## src/rtl/uart_rx_fifo.sv

```systemverilog
// UART receiver (8N1, LSB first) with a circular output FIFO and active-low RTS flow control.
// Define UART_RX_PARITY_EN to add a parity bit (PARITY_ODD) and the io_parityError pulse.
module uart_rx_fifo #(
`ifdef UART_RX_PARITY_EN
  parameter int unsigned PARITY_ODD  = 0,
`endif
  parameter int unsigned CLK_FREQ_HZ = 100000000,
  parameter int unsigned BAUD        = 115200,
  parameter int unsigned OVERSAMPLE  = 16,
  parameter int unsigned FIFO_DEPTH  = 16,
  parameter int unsigned RTS_MARGIN  = 2
) (
  input  logic                          io_clock,
  input  logic                          io_reset,
  input  logic                          io_rxd,
  output logic                          io_rts,
  output logic                          io_data_valid,
  input  logic                          io_data_ready,
  output logic [7:0]                    io_data_payload,
  output logic [$clog2(FIFO_DEPTH):0]   io_level,
  output logic                          io_frameError,
`ifdef UART_RX_PARITY_EN
  output logic                          io_parityError,
`endif
  output logic                          io_overflow
);

  localparam int unsigned DIV = (CLK_FREQ_HZ + BAUD * OVERSAMPLE / 2) / (BAUD * OVERSAMPLE);
  localparam int unsigned DW  = (DIV > 1) ? $clog2(DIV) : 1;
  localparam int unsigned OW  = $clog2(OVERSAMPLE);
  localparam int unsigned AW  = $clog2(FIFO_DEPTH);

  localparam logic [DW-1:0] DIV_LAST = DW'(DIV - 1);
  localparam logic [OW-1:0] OS_LAST  = OW'(OVERSAMPLE - 1);
  localparam logic [OW-1:0] OS_HALF  = OW'(OVERSAMPLE / 2 - 1);
  localparam logic [AW:0]   DEPTH_L  = (AW + 1)'(FIFO_DEPTH);

  typedef enum logic [2:0] {
    StIdle,
    StStart,
    StData,
    StStop,
`ifdef UART_RX_PARITY_EN
    StParity,
`endif
    StWaitIdle
  } state_e;

  // Synchronizer, edge detect and arming
  logic       rx_meta_q, rxs_q, rxs_prev_q, armed_q, fall;
  logic [1:0] sync_fill_q;

  // A line held low across reset release must go high once before a start edge counts.
  always_ff @(posedge io_clock or negedge io_reset) begin
    if (!io_reset) begin
      rx_meta_q   <= 1'b1;
      rxs_q       <= 1'b1;
      rxs_prev_q  <= 1'b1;
      sync_fill_q <= '0;
      armed_q     <= 1'b0;
    end else begin
      rx_meta_q   <= io_rxd;
      rxs_q       <= rx_meta_q;
      rxs_prev_q  <= rxs_q;
      sync_fill_q <= {sync_fill_q[0], 1'b1};
      if (sync_fill_q[1] && rxs_q) armed_q <= 1'b1;
    end
  end

  assign fall = armed_q & rxs_prev_q & ~rxs_q;

  // Tick generator
  state_e        state_q;
  logic [DW-1:0] div_cnt_q;
  logic          tick, start_det;

  assign tick      = (div_cnt_q == DIV_LAST);
  assign start_det = (state_q == StIdle) && fall;

  always_ff @(posedge io_clock or negedge io_reset) begin
    if (!io_reset) begin
      div_cnt_q <= '0;
    end else if (start_det || tick) begin
      div_cnt_q <= '0;
    end else begin
      div_cnt_q <= div_cnt_q + DW'(1);
    end
  end

  // Receive FSM
  logic [OW-1:0] os_cnt_q;
  logic [2:0]    bit_idx_q;
  logic [7:0]    shift_q;
  logic          push_q, frame_err_q;
`ifdef UART_RX_PARITY_EN
  localparam logic PAR_ODD = (PARITY_ODD != 0);
  logic parity_bad_q, parity_err_q;
`endif

  always_ff @(posedge io_clock or negedge io_reset) begin
    if (!io_reset) begin
      state_q      <= StIdle;
      os_cnt_q     <= '0;
      bit_idx_q    <= '0;
      shift_q      <= '0;
      push_q       <= 1'b0;
      frame_err_q  <= 1'b0;
`ifdef UART_RX_PARITY_EN
      parity_bad_q <= 1'b0;
      parity_err_q <= 1'b0;
`endif
    end else begin
      push_q      <= 1'b0;
      frame_err_q <= 1'b0;
`ifdef UART_RX_PARITY_EN
      parity_err_q <= 1'b0;
`endif
      case (state_q)
        StIdle: begin
          if (fall) begin
            state_q  <= StStart;
            os_cnt_q <= '0;
          end
        end
        StStart: begin
          if (tick) begin
            if (os_cnt_q == OS_HALF) begin
              os_cnt_q  <= '0;
              bit_idx_q <= '0;
              state_q   <= rxs_q ? StIdle : StData;
            end else begin
              os_cnt_q <= os_cnt_q + OW'(1);
            end
          end
        end
        StData: begin
          if (tick) begin
            if (os_cnt_q == OS_LAST) begin
              os_cnt_q  <= '0;
              shift_q   <= {rxs_q, shift_q[7:1]};
              bit_idx_q <= bit_idx_q + 3'd1;
`ifdef UART_RX_PARITY_EN
              if (bit_idx_q == 3'd7) state_q <= StParity;
`else
              if (bit_idx_q == 3'd7) state_q <= StStop;
`endif
            end else begin
              os_cnt_q <= os_cnt_q + OW'(1);
            end
          end
        end
`ifdef UART_RX_PARITY_EN
        StParity: begin
          if (tick) begin
            if (os_cnt_q == OS_LAST) begin
              os_cnt_q     <= '0;
              parity_bad_q <= ((^shift_q) ^ rxs_q) != PAR_ODD;
              state_q      <= StStop;
            end else begin
              os_cnt_q <= os_cnt_q + OW'(1);
            end
          end
        end
`endif
        StStop: begin
          if (tick) begin
            if (os_cnt_q == OS_LAST) begin
              os_cnt_q <= '0;
              // Back to idle mid-stop-bit so a back-to-back start edge is not missed.
              if (rxs_q) begin
`ifdef UART_RX_PARITY_EN
                if (parity_bad_q) parity_err_q <= 1'b1;
                else              push_q       <= 1'b1;
`else
                push_q <= 1'b1;
`endif
                state_q <= StIdle;
              end else begin
                frame_err_q <= 1'b1;
                state_q     <= StWaitIdle;
              end
            end else begin
              os_cnt_q <= os_cnt_q + OW'(1);
            end
          end
        end
        StWaitIdle: begin
          if (rxs_q) state_q <= StIdle;
        end
        default: state_q <= StIdle;
      endcase
    end
  end

  // Output FIFO
  logic [7:0]  mem_q [FIFO_DEPTH];
  logic [AW:0] wr_ptr_q, rd_ptr_q, level, free;
  logic        full, pop, wr_en, overflow_q, rts_q;

  assign level = wr_ptr_q - rd_ptr_q;
  assign free  = DEPTH_L - level;
  assign full  = (level == DEPTH_L);
  assign pop   = io_data_valid & io_data_ready;
  assign wr_en = push_q & (~full | pop);

  always_ff @(posedge io_clock) begin
    if (wr_en) mem_q[wr_ptr_q[AW-1:0]] <= shift_q;
  end

  always_ff @(posedge io_clock or negedge io_reset) begin
    if (!io_reset) begin
      wr_ptr_q   <= '0;
      rd_ptr_q   <= '0;
      overflow_q <= 1'b0;
      rts_q      <= 1'b1;
    end else begin
      if (wr_en) wr_ptr_q <= wr_ptr_q + (AW + 1)'(1);
      if (pop)   rd_ptr_q <= rd_ptr_q + (AW + 1)'(1);
      overflow_q <= push_q & full & ~pop;
      rts_q      <= (32'(free) <= RTS_MARGIN);
    end
  end

  assign io_data_valid   = (level != '0);
  assign io_data_payload = mem_q[rd_ptr_q[AW-1:0]];
  assign io_level        = level;
  assign io_rts          = rts_q;
  assign io_frameError   = frame_err_q;
  assign io_overflow     = overflow_q;
`ifdef UART_RX_PARITY_EN
  assign io_parityError  = parity_err_q;
`endif

endmodule

```

## config.mk

```make
export PLATFORM = sky130hd
export DESIGN_NAME = uart_rx_fifo
export DESIGN_NICKNAME = d
export VERILOG_FILES = /design/src/rtl/uart_rx_fifo.sv
export SDC_FILE = /design/constraint.sdc
export NUM_CORES = 1
export LEC_CHECK = 0
export CAP_MARGIN = 20
export CELL_PAD_IN_SITES_DETAIL_PLACEMENT = 1
export CELL_PAD_IN_SITES_GLOBAL_PLACEMENT = 2
export CORE_MARGIN = 4
export CORE_UTILIZATION = 50
export CTS_CLUSTER_DIAMETER = 60
export DETAILED_ROUTE_END_ITERATION = 8
export MAX_ROUTING_LAYER = met4
export PLACE_DENSITY_LB_ADDON = 0.1
export SLEW_MARGIN = 20
export SYNTH_ARGS = -nofsm -noshare
export SYNTH_HDL_FRONTEND = slang
export SYNTH_SLANG_ARGS = --single-unit
```

## constraint.sdc

```tcl
create_clock -name io_clock -period 6.15 [get_ports io_clock]
set_input_delay 1.23 -clock io_clock [delete_from_list [all_inputs] [get_ports io_clock]]
set_output_delay 1.23 -clock io_clock [all_outputs]
set_load 0.1 [all_outputs]
```

# After elaboration in Yosys (flattened, before gate mapping)
# Memory sizes are Yosys's and may differ from the RTL's.
# Cells that the tools add are included.
# totals
word_cells	100
mem_count	1
out_inout_bits	17
latch_bits	0
ramBits	128
regBits	44
rom_bits	0
# memory_table
name	words	word_bits	read_ports	rd_ports_with_merged_regs	wr	line_no	rtl
mem_q	16	8	1	0	1	196	logic [7:0] mem_q [FIFO_DEPTH];
# op_classes
n_mux	34
shifts	0
addsub	7
div	0
mul	0
bitwise	10
magnitude_cmp	1
n_eq_ne	19
reduce_logical	12
# op_table
op	n
$mux W3	14
$mux W4	5
$ne A2 B2 Y1 const B	9
$pmux W3 S5	1
$pmux W4 S3	1
$add A5 B1 Y5 const B	2
$mux W1	10
$reduce_and A9 Y1	1
$add A6 B1 Y6 const B	1
$and A1 B1 Y1	6
$eq A3 B2 Y1 const B	2
$eq A3 B3 Y1 const B	2
$eq A6 B6 Y1 const B	1
$mux W6	1
$pmux W3 S2	1
$eq A5 B5 Y1 const B	1
$le A5 B2 Y1 const B	1
$reduce_and A5 Y1	1
$reduce_bool A5 Y1	1
$sub A5 B5 Y5	1
$sub A5 B5 Y5 const A	1
$add A4 B1 Y4 const B	1
$eq A4 B3 Y1 const B	1
$eq A4 B4 Y1 const B	1
other kinds (14)	17

# Depth between registers and ports, before layout
# logic_depth
depth_word	7
depth_mapped	12
ltp_nobuf	12

# Worst setup path after synthesis
# OpenSTA, ideal clock, no wires.
# synth_timing
kind	register to output
start	reg rd_ptr_q[2]
end	out io_data_valid
path_buffers	1
t_required_ns	4.920
path_stages_with_launch	10
arrival_time_ns	4.027
slack_ns	0.893
cell_sequence	dfrtp_1 clkbuf_1 inv_2 ha_1 nand2_1 o21ai_1 xor2_1 nor2_1 ha_1 inv_1
# synth_between
elab_chain_len	2
# synth_lines
element	line_no	rtl
start, declared	197	logic [AW:0] wr_ptr_q, rd_ptr_q, level, free;
start signal, assigned	218	if (pop) rd_ptr_q <= rd_ptr_q + (AW + 1)'(1);
$sub A5 B5 Y5	200	assign level = wr_ptr_q - rd_ptr_q;
via io_level[3]	20	output logic [$clog2(FIFO_DEPTH):0] io_level,
$reduce_bool A5 Y1	224	assign io_data_valid = (level != '0);
end, declared	17	output logic io_data_valid,
# The timed path passes the listed nets, and every way through them passes these cells.

# Final worst setup path
# layout_timing
start	reg rd_ptr_q[0]
end	out io_data_payload[1]
# layout_between
elab_chain_len	1
# layout_lines
element	line_no	rtl
$mem_v2 Z16 W8	-	
end, declared	19	output logic [7:0] io_data_payload,
# No other way between the ends.

==> results.toml <==
[worst_setup_path]
crit_path_top_delay_cell = "clkdlybuf4s50_1"
rrSetupSlack_ns = 1.76
reg2reg_from = "rd_ptr_q[1]$_DFFE_PN0P_"
start_kind = "register"
max_stage_delay_ns = 1.19
worstPathArrival_ns = 3.65
r2r_end = "mem_q[13][4]$_DFFE_PP_"
cp_data_required_time_ns = 4.92
end_kind = "output pin"
crit_chain = "buf_4 -> mux4_2 -> nand2_1 -> and3_1 -> a21oi_1 -> clkdlybuf4s50_1"
crit_path_max_fanout = 22
criticalPathCategory = "reg -> out"
worstRegToRegCells = 12

[floorplanning]
die_w_um = 128.7
std_cell_rows = 43
fp.dieH_um = 128.7
pin_count = 21
dieArea_um2 = 16550
coreArea_um2 = 14100
start_util_pct = 51.64

[route]
firstDrtPassIters = 5
final_antenna_net_count = 0
num_vias = 3727
vias_per_cell = 5.664
drc_errors = 0
routed_wl_mm = 15.01
routedWlPerCell_um = 22.81
drtIter0Drc = 254

[cts]
clk_latency_ns = 0.42
root_buffer = "clkbuf_16"
clock-sinks = 172
post_cts_resized = 0
tritoncts = "yes"
path_clk_slew_ns = 0.06
cts_setup_buffers = 0
cts_buffers = 17
cts_hold_repair.buffers = 0
max-clock-path-buffers = 2
h-tree-depth = 4

[sta]
fin_crit_sh_pct = 79.41
hold_viol_final = 0
relSlewSlack_pct = 31.70
rsz0062_at_grt = "false"
worst_slew_pin_slew_ns = 1.021
holdWs_ns = 0.3584
finalCriticalPeriod_ns = 4.883
fin_worst_skew_ns = 0.01249
final.setup.worst_slack_ns = 1.267
timing.fmax_ghz = 0.2048
maxSlewViolCount = 0
setup_tns_ns = 0
finalSetupViolations = 0

[place]
io_buffer_count = 20
post-dp-hpwl_mm = 10.20
place_ws_ns = 1.687
gp_routability_congestion = 0.7860

[power_and_ir_drop]
p_per_area_nw_per_um2 = 416.4
ir_worst_vdd_v = 0.0002207
p_int_w = 0.002134
switchingPower_w = 0.001269
p_leak_nw = 3.273
seq_power_share_pct = 40.8
p_comb_share_pct = 31.1
switching_share_pct = 37.28
p_clk_share_pct = 28.0

[layout]
utilization_pct = 57.96
fillers = 1294
synthToLayoutAreaGrowth_pct = 12.24
multiInputGateArea_um2 = 2156
drive_gt1_share_pct = 19.25
diodes = 0
final_common_cell = "edfxtp_1"
fin_nets = 488
final_cell_mix = "edfxtp_1, dfrtp_1, nand2_1, mux4_2, nor2_1"
register_area_um2 = 4951

[global_route]
grt_pass1_vias = 4138
grt_max_degree = 45
antenna_found_initial = 0
grt_usage_pct = 20.58
grt_pass1_wl_mm = 24.14
grt_overflow_total = 0

[status]
outcome = "finished clean"

[synth]
synthArstFlopShare_pct = 25.58
synth_ff_type = "edfxtp_1"
synth_area_leaders = "edfxtp_1, dfrtp_1, mux4_2, ha_1, mux2i_1"
yosys_warnings = 0
ys_seq_elements = 172
syn_area_per_cell_um2 = 16.77
ys_seq_area_share_pct = 68.00
synth_nets = 457
synth_edf_count = 128
synth_top_cell_by_area = "edfxtp_1"
syn_area_um2 = 7279
synth_top_area_share_pct = 52.80
postSynthCellCount = 434
yosysUniqueCellTypes = 53

[worst_hold_path]
min_path_cells = 0
min_path_type = "reg -> reg"
min_to = "sync_fill_q[1]$_DFF_PN0_"
worstHoldStart = "sync_fill_q[0]$_DFF_PN0_"

[job]
drv_cap = 0
==> layout make-up <==
cell class	count	share of cell area, %
sequential	172	60.60
tap	180	2.757
inverter	18	0.8270
multi-input combinational	229	26.39
clock buffer	19	5.299
timing repair buffer	27	3.002
clock inverter	13	1.133
==> Yosys cell counts (2+ instances only) <==
master / instances
buf_6: 4
o21bai_1: 3
nand4_1: 6
nor2_1: 24
and3_1: 12
mux2_4: 8
mux2i_1: 13
o21ai_0: 4
clkbuf_1: 4
inv_1: 16
nand2_1: 33
nor3_1: 5
xor2_1: 6
nor2b_1: 3
o21ai_1: 3
ha_1: 18
buf_2: 4
dfstp_2: 4
edfxtp_1: 128
nand2b_1: 7
nand3_1: 5
mux4_2: 32
dfrtp_1: 40
nand3b_1: 2
a21o_1: 2
a21oi_1: 11
xnor2_1: 11
==> worst max path at each step <==
stage | start | slack [ns] | cells after the start | endpoint
2_1_floorplan | rd_ptr_q[2]$_DFFE_PN0P_ | 0.89 | 9 | io_data_valid
3_3_place_gp | rd_ptr_q[1]$_DFFE_PN0P_ | 1.44 | 12 | mem_q[3][3]$_DFFE_PP_
3_5_place_dp | rd_ptr_q[1]$_DFFE_PN0P_ | 1.69 | 7 | io_level[3]
4_1_cts | rd_ptr_q[1]$_DFFE_PN0P_ | 1.21 | 7 | io_level[3]
5_1_grt | rd_ptr_q[1]$_DFFE_PN0P_ | 1.03 | 7 | io_level[3]
6_report | rd_ptr_q[0]$_DFFE_PN0P_ | 1.27 | 6 | io_data_payload[1]
==> critical path: cells and delay by family, from the launching register on <==
family / cells / cell delay [ns]
compound gates: 1 / 0.23
buf+inv: 2 / 1.62
flops: 1 / 0.84
mux: 1 / 0.29
simple gates: 2 / 0.23
==> per-stage QoR <==
stage               total power [W]  std cells  instance area [um2]
global placement           0.002473        626                 7640
floorplan                  0.002255        434                 7279
finish                     0.003402        658                 8170
global route               0.003572        658                 8170
detailed placement         0.002488        626                 7645
CTS                        0.003444        658                 8170
==> flip-flops by register name (all words and copies together) (netlist names) <==
register / flops
div_cnt_q: 6
rxs_prev_q: 1
rx_meta_q: 1
io_overflow: 1
rxs_q: 1
os_cnt_q: 4
io_frameError: 1
mem_q: 128
bit_idx_q: 3
state_q: 3
rd_ptr_q: 5
push_q: 1
shift_q: 8
armed_q: 1
sync_fill_q: 2
wr_ptr_q: 5
io_rts: 1
==> routing by layer <==
metal | up-vias | part of all wire, % | track usage (%)
li1 | 1709 | - | -
met1 | 1938 | 42 | 27.72
met2 | 70 | 51 | 32.35
met3 | 10 | 5.2 | 3.861
met4 | 0 | 1.0 | 6.115
met5 | - | 0 | -
==> power groups by stage <==
stage	clock, W	sequential, W	combinational, W
2_1_floorplan	0	0.00135	0.000907
3_3_place_gp	0	0.00141	0.00106
3_5_place_dp	0	0.00142	0.00107
4_1_cts	0.000975	0.00139	0.00108
5_1_grt	0.00104	0.00141	0.00113
6_report	0.000954	0.00139	0.00106
==> cells by family (layout without fill, tap and decap cells) <==
family          Yosys count  count (layout)  share of synthesized area (%)
flops                   172             172                          68.00
simple gates            106             106                          7.408
mux                      54              54                          13.49
buf+inv                  33              77                          2.458
compound gates           32              32                          3.180
fa+ha+maj                19              19                          3.369
xor+xnor                 17              17                          2.045
other cells               1               1                        0.05151
No activity file was read; power rests on OpenSTA's default activity.
